**src/rtl/pc_seq_pkg.sv**
```systemverilog
// rtl/pc_seq_pkg.sv - shared types and constants for the multi-thread PC sequencer
package pc_seq_pkg;

    localparam int INST_ADDR_WIDTH_DEF = 6;
    localparam int NUM_THREADS_DEF     = 4;
    localparam int TID_WIDTH_DEF       = 2;
    localparam int RAS_DEPTH_DEF       = 4;

    // Word address to byte address: instructions are 4-byte aligned
    localparam int PC_BYTE_SHIFT = 2;

    typedef enum logic {
        HALTED  = 1'b0,
        RUNNING = 1'b1
    } thread_state_t;

    typedef logic [TID_WIDTH_DEF-1:0]       tid_t;
    typedef logic [INST_ADDR_WIDTH_DEF-1:0] word_addr_t;

endpackage

```
**src/rtl/pc_rr_picker.sv**
```systemverilog
// rtl/pc_rr_picker.sv - round-robin selection of the first running thread at or after a pointer
module pc_rr_picker #(
    parameter int NUM_THREADS = 4,
    parameter int TID_WIDTH   = 2
) (
    input  logic [NUM_THREADS-1:0] running_mask_i,
    input  logic [TID_WIDTH-1:0]   rr_ptr_i,
    output logic [TID_WIDTH-1:0]   sel_tid_o,
    output logic                   any_running_o
);

    logic [2*NUM_THREADS-1:0] doubled;

    // Rotate the mask so bit 0 is the pointer position; thread count is a power of 2 so tid addition wraps
    always_comb begin
        doubled       = {running_mask_i, running_mask_i} >> rr_ptr_i;
        sel_tid_o     = rr_ptr_i;
        any_running_o = 1'b0;
        for (int k = NUM_THREADS - 1; k >= 0; k--) begin
            if (doubled[k]) begin
                any_running_o = 1'b1;
                sel_tid_o     = rr_ptr_i + TID_WIDTH'(k);
            end
        end
    end

endmodule

```
**src/rtl/pc_sequencer_mt.sv**
```systemverilog
// rtl/pc_sequencer_mt.sv - per-thread PCs with round-robin fetch issue; return stack under PC_SEQ_RAS_EN
module pc_sequencer_mt
    import pc_seq_pkg::*;
#(
    parameter int INST_ADDR_WIDTH = INST_ADDR_WIDTH_DEF,
    parameter int NUM_THREADS     = NUM_THREADS_DEF,
    parameter int TID_WIDTH       = TID_WIDTH_DEF,
    parameter int RESET_VECTOR    = 0,
    parameter int RAS_DEPTH       = RAS_DEPTH_DEF
) (
    input  logic                                     clk,
    input  logic                                     reset,
    input  logic                                     en,
    input  logic                                     stall,
    input  logic                                     redirect_en,
    input  logic [TID_WIDTH-1:0]                     redirect_tid,
    input  logic [INST_ADDR_WIDTH-1:0]               redirect_addr,
    input  logic                                     start_en,
    input  logic                                     halt_en,
`ifdef PC_SEQ_RAS_EN
    input  logic                                     call_en,
    input  logic                                     ret_en,
    output logic                                     ras_underflow,
`endif
    output logic [INST_ADDR_WIDTH+PC_BYTE_SHIFT-1:0] pc_out,
    output logic [TID_WIDTH-1:0]                     pc_tid,
    output logic                                     pc_valid,
    output logic [NUM_THREADS-1:0]                   thread_running
);

    localparam int AW = INST_ADDR_WIDTH;
    localparam int OW = INST_ADDR_WIDTH + PC_BYTE_SHIFT;

    thread_state_t          state_q [NUM_THREADS];
    thread_state_t          state_d [NUM_THREADS];
    logic [AW-1:0]          pc_q    [NUM_THREADS];
    logic [AW-1:0]          pc_d    [NUM_THREADS];
    logic [TID_WIDTH-1:0]   rr_q, rr_d;
    logic [OW-1:0]          pc_out_q, pc_out_d;
    logic [TID_WIDTH-1:0]   pc_tid_q, pc_tid_d;
    logic                   pc_valid_q, pc_valid_d;

    logic [NUM_THREADS-1:0] running_mask;
    logic [TID_WIDTH-1:0]   sel_tid;
    logic                   any_running;
    logic                   issue;
    logic                   start_eff;
    logic                   do_load;

    // A halt and start on the same thread cancel the start entirely, including its PC load
    assign issue     = en & ~stall & any_running;
    assign start_eff = start_en & ~halt_en;
    assign do_load   = en & (redirect_en | start_eff);

    // Running mask from the registered thread states; a thread started this cycle is not yet visible
    always_comb begin
        running_mask = '0;
        for (int t = 0; t < NUM_THREADS; t++) begin
            running_mask[t] = (state_q[t] == RUNNING);
        end
    end

    pc_rr_picker #(
        .NUM_THREADS (NUM_THREADS),
        .TID_WIDTH   (TID_WIDTH)
    ) u_picker (
        .running_mask_i (running_mask),
        .rr_ptr_i       (rr_q),
        .sel_tid_o      (sel_tid),
        .any_running_o  (any_running)
    );

`ifdef PC_SEQ_RAS_EN
    localparam int RPW = (RAS_DEPTH > 1) ? $clog2(RAS_DEPTH) : 1;
    localparam int RCW = $clog2(RAS_DEPTH + 1);

    logic [AW-1:0]  ras_q      [NUM_THREADS][RAS_DEPTH];
    logic [AW-1:0]  ras_d      [NUM_THREADS][RAS_DEPTH];
    logic [RPW-1:0] ras_wp_q   [NUM_THREADS];
    logic [RPW-1:0] ras_wp_d   [NUM_THREADS];
    logic [RCW-1:0] ras_cnt_q  [NUM_THREADS];
    logic [RCW-1:0] ras_cnt_d  [NUM_THREADS];
    logic           ras_uf_q, ras_uf_d;
    logic [RPW-1:0] wp_cur, wp_prev;
    logic [AW-1:0]  ras_top;
    logic           ras_empty;
    logic           do_call, do_ret;

    assign do_call   = en & ~do_load & call_en;
    assign do_ret    = en & ~do_load & ~call_en & ret_en;
    assign wp_cur    = ras_wp_q[redirect_tid];
    assign wp_prev   = (wp_cur == '0) ? RPW'(RAS_DEPTH - 1) : wp_cur - 1'b1;
    assign ras_top   = ras_q[redirect_tid][wp_prev];
    assign ras_empty = (ras_cnt_q[redirect_tid] == '0);

    // Circular return stack: a push when full overwrites the oldest entry, a pop when empty flags underflow
    always_comb begin
        ras_d     = ras_q;
        ras_wp_d  = ras_wp_q;
        ras_cnt_d = ras_cnt_q;
        ras_uf_d  = 1'b0;
        if (do_call) begin
            ras_d[redirect_tid][wp_cur] = pc_q[redirect_tid] + 1'b1;
            ras_wp_d[redirect_tid]      = (wp_cur == RPW'(RAS_DEPTH - 1)) ? '0 : wp_cur + 1'b1;
            if (ras_cnt_q[redirect_tid] != RCW'(RAS_DEPTH)) begin
                ras_cnt_d[redirect_tid] = ras_cnt_q[redirect_tid] + 1'b1;
            end
        end else if (do_ret) begin
            if (ras_empty) begin
                ras_uf_d = 1'b1;
            end else begin
                ras_wp_d[redirect_tid]  = wp_prev;
                ras_cnt_d[redirect_tid] = ras_cnt_q[redirect_tid] - 1'b1;
            end
        end
    end

    // Return stack registers
    always_ff @(posedge clk) begin
        if (reset) begin
            for (int t = 0; t < NUM_THREADS; t++) begin
                for (int d = 0; d < RAS_DEPTH; d++) begin
                    ras_q[t][d] <= '0;
                end
                ras_wp_q[t]  <= '0;
                ras_cnt_q[t] <= '0;
            end
            ras_uf_q <= 1'b0;
        end else begin
            ras_q     <= ras_d;
            ras_wp_q  <= ras_wp_d;
            ras_cnt_q <= ras_cnt_d;
            ras_uf_q  <= ras_uf_d;
        end
    end

    assign ras_underflow = ras_uf_q;
`endif

    // Per-thread state FSM: halt beats start when both target the same thread
    always_comb begin
        state_d = state_q;
        for (int t = 0; t < NUM_THREADS; t++) begin
            if (en && (redirect_tid == TID_WIDTH'(t))) begin
                if (halt_en) begin
                    state_d[t] = HALTED;
                end else if (start_en) begin
                    state_d[t] = RUNNING;
                end
            end
        end
    end

    // Issue and PC update; a load on the target thread overrides its increment, the old PC is still issued
    always_comb begin
        pc_d       = pc_q;
        rr_d       = rr_q;
        pc_out_d   = pc_out_q;
        pc_tid_d   = pc_tid_q;
        pc_valid_d = 1'b0;
        if (issue) begin
            pc_out_d      = {pc_q[sel_tid], {PC_BYTE_SHIFT{1'b0}}};
            pc_tid_d      = sel_tid;
            pc_valid_d    = 1'b1;
            pc_d[sel_tid] = pc_q[sel_tid] + 1'b1;
            rr_d          = (NUM_THREADS == 1) ? '0 : sel_tid + 1'b1;
        end
        if (do_load) begin
            pc_d[redirect_tid] = redirect_addr;
        end
`ifdef PC_SEQ_RAS_EN
        else if (do_call) begin
            pc_d[redirect_tid] = redirect_addr;
        end else if (do_ret) begin
            pc_d[redirect_tid] = ras_empty ? '0 : ras_top;
        end
`endif
    end

    // State, PC and output registers; thread 0 comes out of reset running at the reset vector
    always_ff @(posedge clk) begin
        if (reset) begin
            for (int t = 0; t < NUM_THREADS; t++) begin
                state_q[t] <= (t == 0) ? RUNNING : HALTED;
                pc_q[t]    <= (t == 0) ? AW'(RESET_VECTOR) : '0;
            end
            rr_q       <= '0;
            pc_out_q   <= '0;
            pc_tid_q   <= '0;
            pc_valid_q <= 1'b0;
        end else begin
            state_q    <= state_d;
            pc_q       <= pc_d;
            rr_q       <= rr_d;
            pc_out_q   <= pc_out_d;
            pc_tid_q   <= pc_tid_d;
            pc_valid_q <= pc_valid_d;
        end
    end

    assign pc_out         = pc_out_q;
    assign pc_tid         = pc_tid_q;
    assign pc_valid       = pc_valid_q;
    assign thread_running = running_mask;

endmodule

```
**config.mk**
```make
export PLATFORM = sky130hd
export DESIGN_NAME = pc_sequencer_mt
export DESIGN_NICKNAME = d
export VERILOG_FILES = /design/src/rtl/pc_seq_pkg.sv /design/src/rtl/pc_rr_picker.sv /design/src/rtl/pc_sequencer_mt.sv
export SDC_FILE = /design/constraint.sdc
export NUM_CORES = 1
export LEC_CHECK = 0
export BUFFER_PORTS_ARGS = -buffer_cell sky130_fd_sc_hd__buf_2
export CORE_MARGIN = 2
export CORE_UTILIZATION = 51
export CTS_BUF_LIST = sky130_fd_sc_hd__clkbuf_8 sky130_fd_sc_hd__clkbuf_16
export CTS_CLUSTER_DIAMETER = 60
export DETAILED_ROUTE_END_ITERATION = 7
export GPL_TIMING_DRIVEN = 0
export PLACE_DENSITY = 0.74
export SETUP_SLACK_MARGIN = 0.5
export SLEW_MARGIN = 40
export SYNTH_ARGS = -nofsm -noshare
export SYNTH_HDL_FRONTEND = slang
export SYNTH_HIERARCHICAL = 1
export SYNTH_SLANG_ARGS = --single-unit
```
**constraint.sdc**
```tcl
create_clock -name clk -period 2.3 [get_ports clk]
set_input_delay 0.23 -clock clk [delete_from_list [all_inputs] [get_ports clk]]
set_output_delay 0.23 -clock clk [all_outputs]
set_load 0.01 [all_outputs]
```
Word level (Yosys, flattened, before mapping)
Cells that the tools add are included.

Bits in registers: 39. Input port bits: 15. Output and inout bits: 15. Logic and storage cells: 68.

$add $sub $neg: 5. Magnitude comparators: 4. Equal/unequal tests: 3. Shifts and indexed selects: 1. Muxes and demuxes: 22. Bitwise logic cells: 9. Reduce and logical (&&, ||, !) cells: 12.

Operators with widths (count): $bwmux W24 (2); $mux W24 (2); $demux W6 S2 (2); $mux W6 (4); $bmux W6 S2 (1); $mux W2 (4); $reduce_and A2 Y1 (4); $shr A8 B2 Y4 (1); $mux W1 (7); $add A6 B1 Y6 const B (1); $ge A3 B3 Y1 const B (2); $logic_and A1 B1 Y1 (6); $lt A3 B1 Y1 const B (2); $not A2 Y3 (2); $add A2 B1 Y2 const B (2); $add A2 B2 Y2 const B (2); $and A1 B1 Y1 (4); $eq A2 B2 Y1 const B (2); $eq A2 B1 Y1 const B (1); $logic_not A2 Y1 (1); $not A1 Y1 (2); $reduce_bool A2 Y1 (1); $or A1 B1 Y1 (1).

Longest topological paths before layout
Depth in word-level cells: 14. Depth in mapped cells: 11. Mapped depth without buffers: 10.

Cells and area by module
Netlist, hierarchy kept.

By module, submodules not included: pc_sequencer_mt (instances 1, cells an instance 241, area an instance 2052.0 sq um, sequential area each 780.7 sq um); pc_rr_picker (instances 1, cells an instance 15, area an instance 88.8 sq um, sequential area each 0.0 sq um).

Least setup slack after synthesis
No wires, ideal clock.

Path type: register -> register. From: register state_q, in the netlist thread_running[0]. To: register pc_q[8] (netlist bit). Setup time: 128 ps. Arrival: 2373 ps. Required time: 2172 ps. Path slack: -201 ps. Stages on the path, launching flop included: 11. Path buffers: 1. Period minus slack after synthesis: 2501 ps. Cells stage by stage: dfxtp_1 > nor2_1 > a2bb2oi_1 > o221a_2 > buf_6 > mux4_2 > ha_1 > xnor2_1 > o21ai_0 > mux2i_1 > nor2_1.

Cells in the longest elaborated chain, start to end: 14. Elaborated cells on any way between the ends: 24. Those cells by class: 1 x add/sub; 2 x order compare; 1 x shift; 17 x mux; 2 x bitwise; 1 x reduce/logical.

Ends and longest elaborated chain: from (decl) (line pc_sequencer_mt.sv:34) `thread_state_t state_q [NUM_THREADS];`; from (signal, indexed assignment) (line pc_sequencer_mt.sv:184) `state_q[t] <= (t == 0) ? RUNNING : HALTED;`; from (signal assigned) (line pc_sequencer_mt.sv:192) `state_q <= state_d;`; $shr A8 B2 Y4 * (line pc_rr_picker.sv:16) `doubled = {running_mask_i, running_mask_i} >> rr_ptr_i;`; $mux W2 (3 in series) (line pc_rr_picker.sv:20) `if (doubled[k]) begin`; $mux W2 * (line pc_rr_picker.sv:20); net sel_tid[0] (line pc_sequencer_mt.sv:44) `logic [TID_WIDTH-1:0] sel_tid;`; $not A2 Y3 (implied by the code) * (line pc_sequencer_mt.sv:165) `pc_d[sel_tid] = pc_q[sel_tid] + 1'b1;`; $bmux W6 S2, or another cell as far along (line pc_sequencer_mt.sv:165); $mux W6 (implied by the code) or $logic_and A1 B1 Y1 (tied branches) (line pc_sequencer_mt.sv:165); $mux W6 (implied by the code) (line pc_sequencer_mt.sv:165); $add A6 B1 Y6 or $demux W6 S2 (tied branches) (line pc_sequencer_mt.sv:165); $bwmux W24 * (line pc_sequencer_mt.sv:165); $mux W24 * (line pc_sequencer_mt.sv:161) `if (issue) begin`; $bwmux W24 (line pc_sequencer_mt.sv:169) `pc_d[redirect_tid] = redirect_addr;`; $mux W24 * (line pc_sequencer_mt.sv:168) `if (do_load) begin`; to (signal, indexed assignment) (line pc_sequencer_mt.sv:185) `pc_q[t] <= (t == 0) ? AW'(RESET_VECTOR) : '0;`; to (signal assigned) (line pc_sequencer_mt.sv:193) `pc_q <= pc_d;`; to (decl) (line pc_sequencer_mt.sv:36) `logic [AW-1:0] pc_q [NUM_THREADS];`.

Mark *: on every way through the listed nets, which the timed path passes. The rest lies on a longest branch. The select of a mux whose other input is x is not followed. A chain may end at the register's enable or synchronous reset.

Worst setup path after layout
From: register state_q, in the netlist thread_running[0]. To: register pc_q[23] (netlist bit).

The elaborated chain is that of the path after synthesis.

==> out/results.ini <==
[timing]
max_freq_mhz=403
max_slew_margin=0.439
fin_worst_skew_ns=0.00731
setup_violations=18
rsz0062_at_grt=true
worstMarginPinSlew_ns=0.835
min_period_ns=2.48
finalCritPeriodShare=1.08
fin_ws_ns=-0.184
hold_viol=0
final.setup.tns_ns=-1.73
maxSlewViolCount=0

[yosys]
async_flop_share=0
ys_top_cells_by_area=dfxtp_1, nand2_1, mux4_2
ys_types=42
synth_top_area_share=0.365
ys_seq_area_frac=0.365
ys.flop_type=dfxtp_1
avgSynthCellArea_um2=8.36
ys_warn_count=6
netlist_area_um2=2140
synth_edf_count=0
syn_inst=256
synth_seq_cells=39
synth.largest_area_cell=dfxtp_1

[hold_path]
whs_endpoint=thread_running[3]$_SDFFE_PP0P_
worstHoldStart=halt_en
hp-class=in -> reg
whs_path_depth=2

[detailed_routing]
drc=0
drtPass1Iterations=4
dr_total_vias=2229
wire_per_inst_um=17.6
drtIter0Drc=160
drtAntennaViolNets=0
routed_wl_mm=6.57
vias_per_cell=5.98

[placement]
placed_area_um2=2380
routabilityCongestion=0.885
post-dp-hpwl_mm=3.82
portBuffers=25

[critical_path]
cp-start-kind=register
r2r-end=pc_q[23]$_SDFF_PP0_
critPathBufInv=3
ff2ff_path_depth=11
arrival_ns=2.63
end_kind=register
cp_cell_sequence=nor2b_4, a2111oi_4, nand2b_4, buf_8, mux4_2, buf_6, nand3_4, buf_12, nor2_4, mux2i_1, a31oi_1
critical-path-max-stage-delay_ns=0.37
regToRegStartpoint=thread_running[0]$_SDFFE_PP1P_
crit_family=simple AND/OR/NAND/NOR gates
rrSetupSlack_ns=-0.18
worst_ep_required_time_ns=2.45
path_max_fanout=7
crit_type=reg -> reg
slowest_stage=dfxtp_4

[clock_network]
clk_latency_ns=0.30
cts.sinks=39
root_buffer=clkbuf_8
ctsHoldBuffers=0
cts_tree=done
cts_buffers=5
clockBufferDepth=2
clk_pin_slew_ns=0.08
cts-htree-levels=2

[floorplan]
die_area_um2=4730
coreArea_um2=4030
io_pins=30
start_util=0.531
row_count=23
die_w_um=68.8
die_y_um=68.8

[final_layout]
stdcell_area_um2=3050
antennaDiodeCount=0
area_growth_pct=42.6
layout_commonest_cell=nand2_1
layout-drive-gt1-share=0.412
final_nets=342
final_core_util=0.758
final_cell_mix=nand2_1, dfxtp_1, buf_2, nor2_1, buf_4

[grt]
grt_max_degree=13
grt_pass1_wl_mm=9.49
grt_pass1_vias=1965
grt-ovfl-total=0
antenna_found_initial=0
grt_use_total=0.277

[status]
failed_checks=setup timing
outcome=finished with violations

[power]
ir_worst_vdd_v=0.000411
powerDensity_nw_per_um2=521
p_leak_nw=1.22

[run]
drv_cap=0

==> power breakdown <==
part | internal [mW] | switching (mW)
logic | 0.149 | 0.171
registers | 0.699 | 0.0198
clock network | 0.307 | 0.246
total | 1.16 | 0.436
==> worst register-to-register path, cell delays in order, from the launching register on <==
cell and delay [ns]:
dfxtp_4 0.37, nor2b_4 0.14, a2111oi_4 0.34, nand2b_4 0.20
buf_8 0.13, mux4_2 0.26, buf_6 0.13, nand3_4 0.11
buf_12 0.16, nor2_4 0.14, mux2i_1 0.23, a31oi_1 0.11
==> cell type report <==
cell class | count | area, um^2
fillers | 281 | 976
well taps | 50 | 62.6
clock buffers | 7 | 108
plain buffers | 18 | 110
repair buffers | 58 | 428
multi-input cells | 195 | 1520
clock inverters | 1 | 5.00
flip-flops and latches | 39 | 798
inverters | 5 | 21.3
==> logic make-up (layout without fill, tap and decap cells) <==
group | Yosys count | in the layout | synth area share
AO/OA/AOI/OAI | 65 | 65 | 0.202
XOR/XNOR | 3 | 3 | 0.0193
adder cells (fa/ha/maj) | 5 | 5 | 0.0292
buffers and inverters | 23 | 89 | 0.0508
flip-flops | 39 | 39 | 0.365
multiplexers | 12 | 12 | 0.0912
other | 1 | 2 | 0.00175
AND/OR/NAND/NOR | 108 | 108 | 0.241
==> repair_timing <==
action,4_1_cts,5_1_grt
gates resized for setup,23,47
buffers inserted,19,14
cloned,0,0
endpoints found under the setup margin,31,34
pin swaps,23,26
==> state kept, by name, summed over array words and instances, names as in the netlist <==
signal,flops
pc_q,24
pc_out,6
thread_running,4
pc_tid,2
rr_q,2
pc_valid,1
==> how the worst max path moves through the flow <==
stage                                               from                  end  slack (ns)  depth (start not counted)
after CTS                 thread_running[0]$_SDFFE_PP1P_  pc_q[15]$_SDFF_PP0_       -0.11                         10
after global placement    thread_running[2]$_SDFFE_PP0P_   pc_q[8]$_SDFF_PP0_       -0.23                         10
after detailed placement  thread_running[2]$_SDFFE_PP0P_   pc_q[8]$_SDFF_PP0_       -0.26                         10
final                     thread_running[0]$_SDFFE_PP1P_  pc_q[23]$_SDFF_PP0_       -0.18                         11
after global routing      thread_running[0]$_SDFFE_PP1P_  pc_q[23]$_SDFF_PP0_       -0.28                         11
after floorplan           thread_running[2]$_SDFFE_PP0P_   pc_q[8]$_SDFF_PP0_       -0.03                         10
==> stage by stage <==
stage | setup WS (ns) | power, mW | hold slack (ns) | cells
5_1_grt | -0.284 | 1.64 | 0.206 | 373
3_5_place_dp | -0.261 | 0.949 | 0.444 | 332
2_1_floorplan | -0.0348 | 0.884 | 0.315 | 257
3_3_place_gp | -0.227 | 0.945 | 0.440 | 332
4_1_cts | -0.114 | 1.53 | 0.179 | 359
6_report | -0.184 | 1.59 | 0.175 | 373
==> routing by layer <==
layer / part of all wire / wire length (um) / up-vias / global-route usage
met3: 0.062 / 409 / 21 / 0.0552
met4: 0.027 / 175 / 0 / 0.0858
met2: 0.49 / 3230 / 92 / 0.468
li1: - / - / 1052 / -
met5: 0 / 0 / - / 0
met1: 0.42 / 2750 / 1064 / 0.357
==> synthesized netlist by cell type (3+ instances only) <==
library cell / n
a211oi_1: 3
a21oi_1: 18
a311oi_1: 4
a31oi_1: 6
and2_1: 4
buf_2: 4
clkbuf_1: 9
dfxtp_1: 39
ha_1: 5
inv_1: 5
mux2i_1: 6
mux4_2: 6
nand2_1: 47
nand2b_1: 5
nand3_1: 3
nor2_1: 29
nor2b_1: 4
nor3_1: 3
o2111ai_1: 4
o211ai_1: 5
o21ai_0: 10
o32ai_1: 8
No activity file was read; power rests on OpenSTA's default activity.
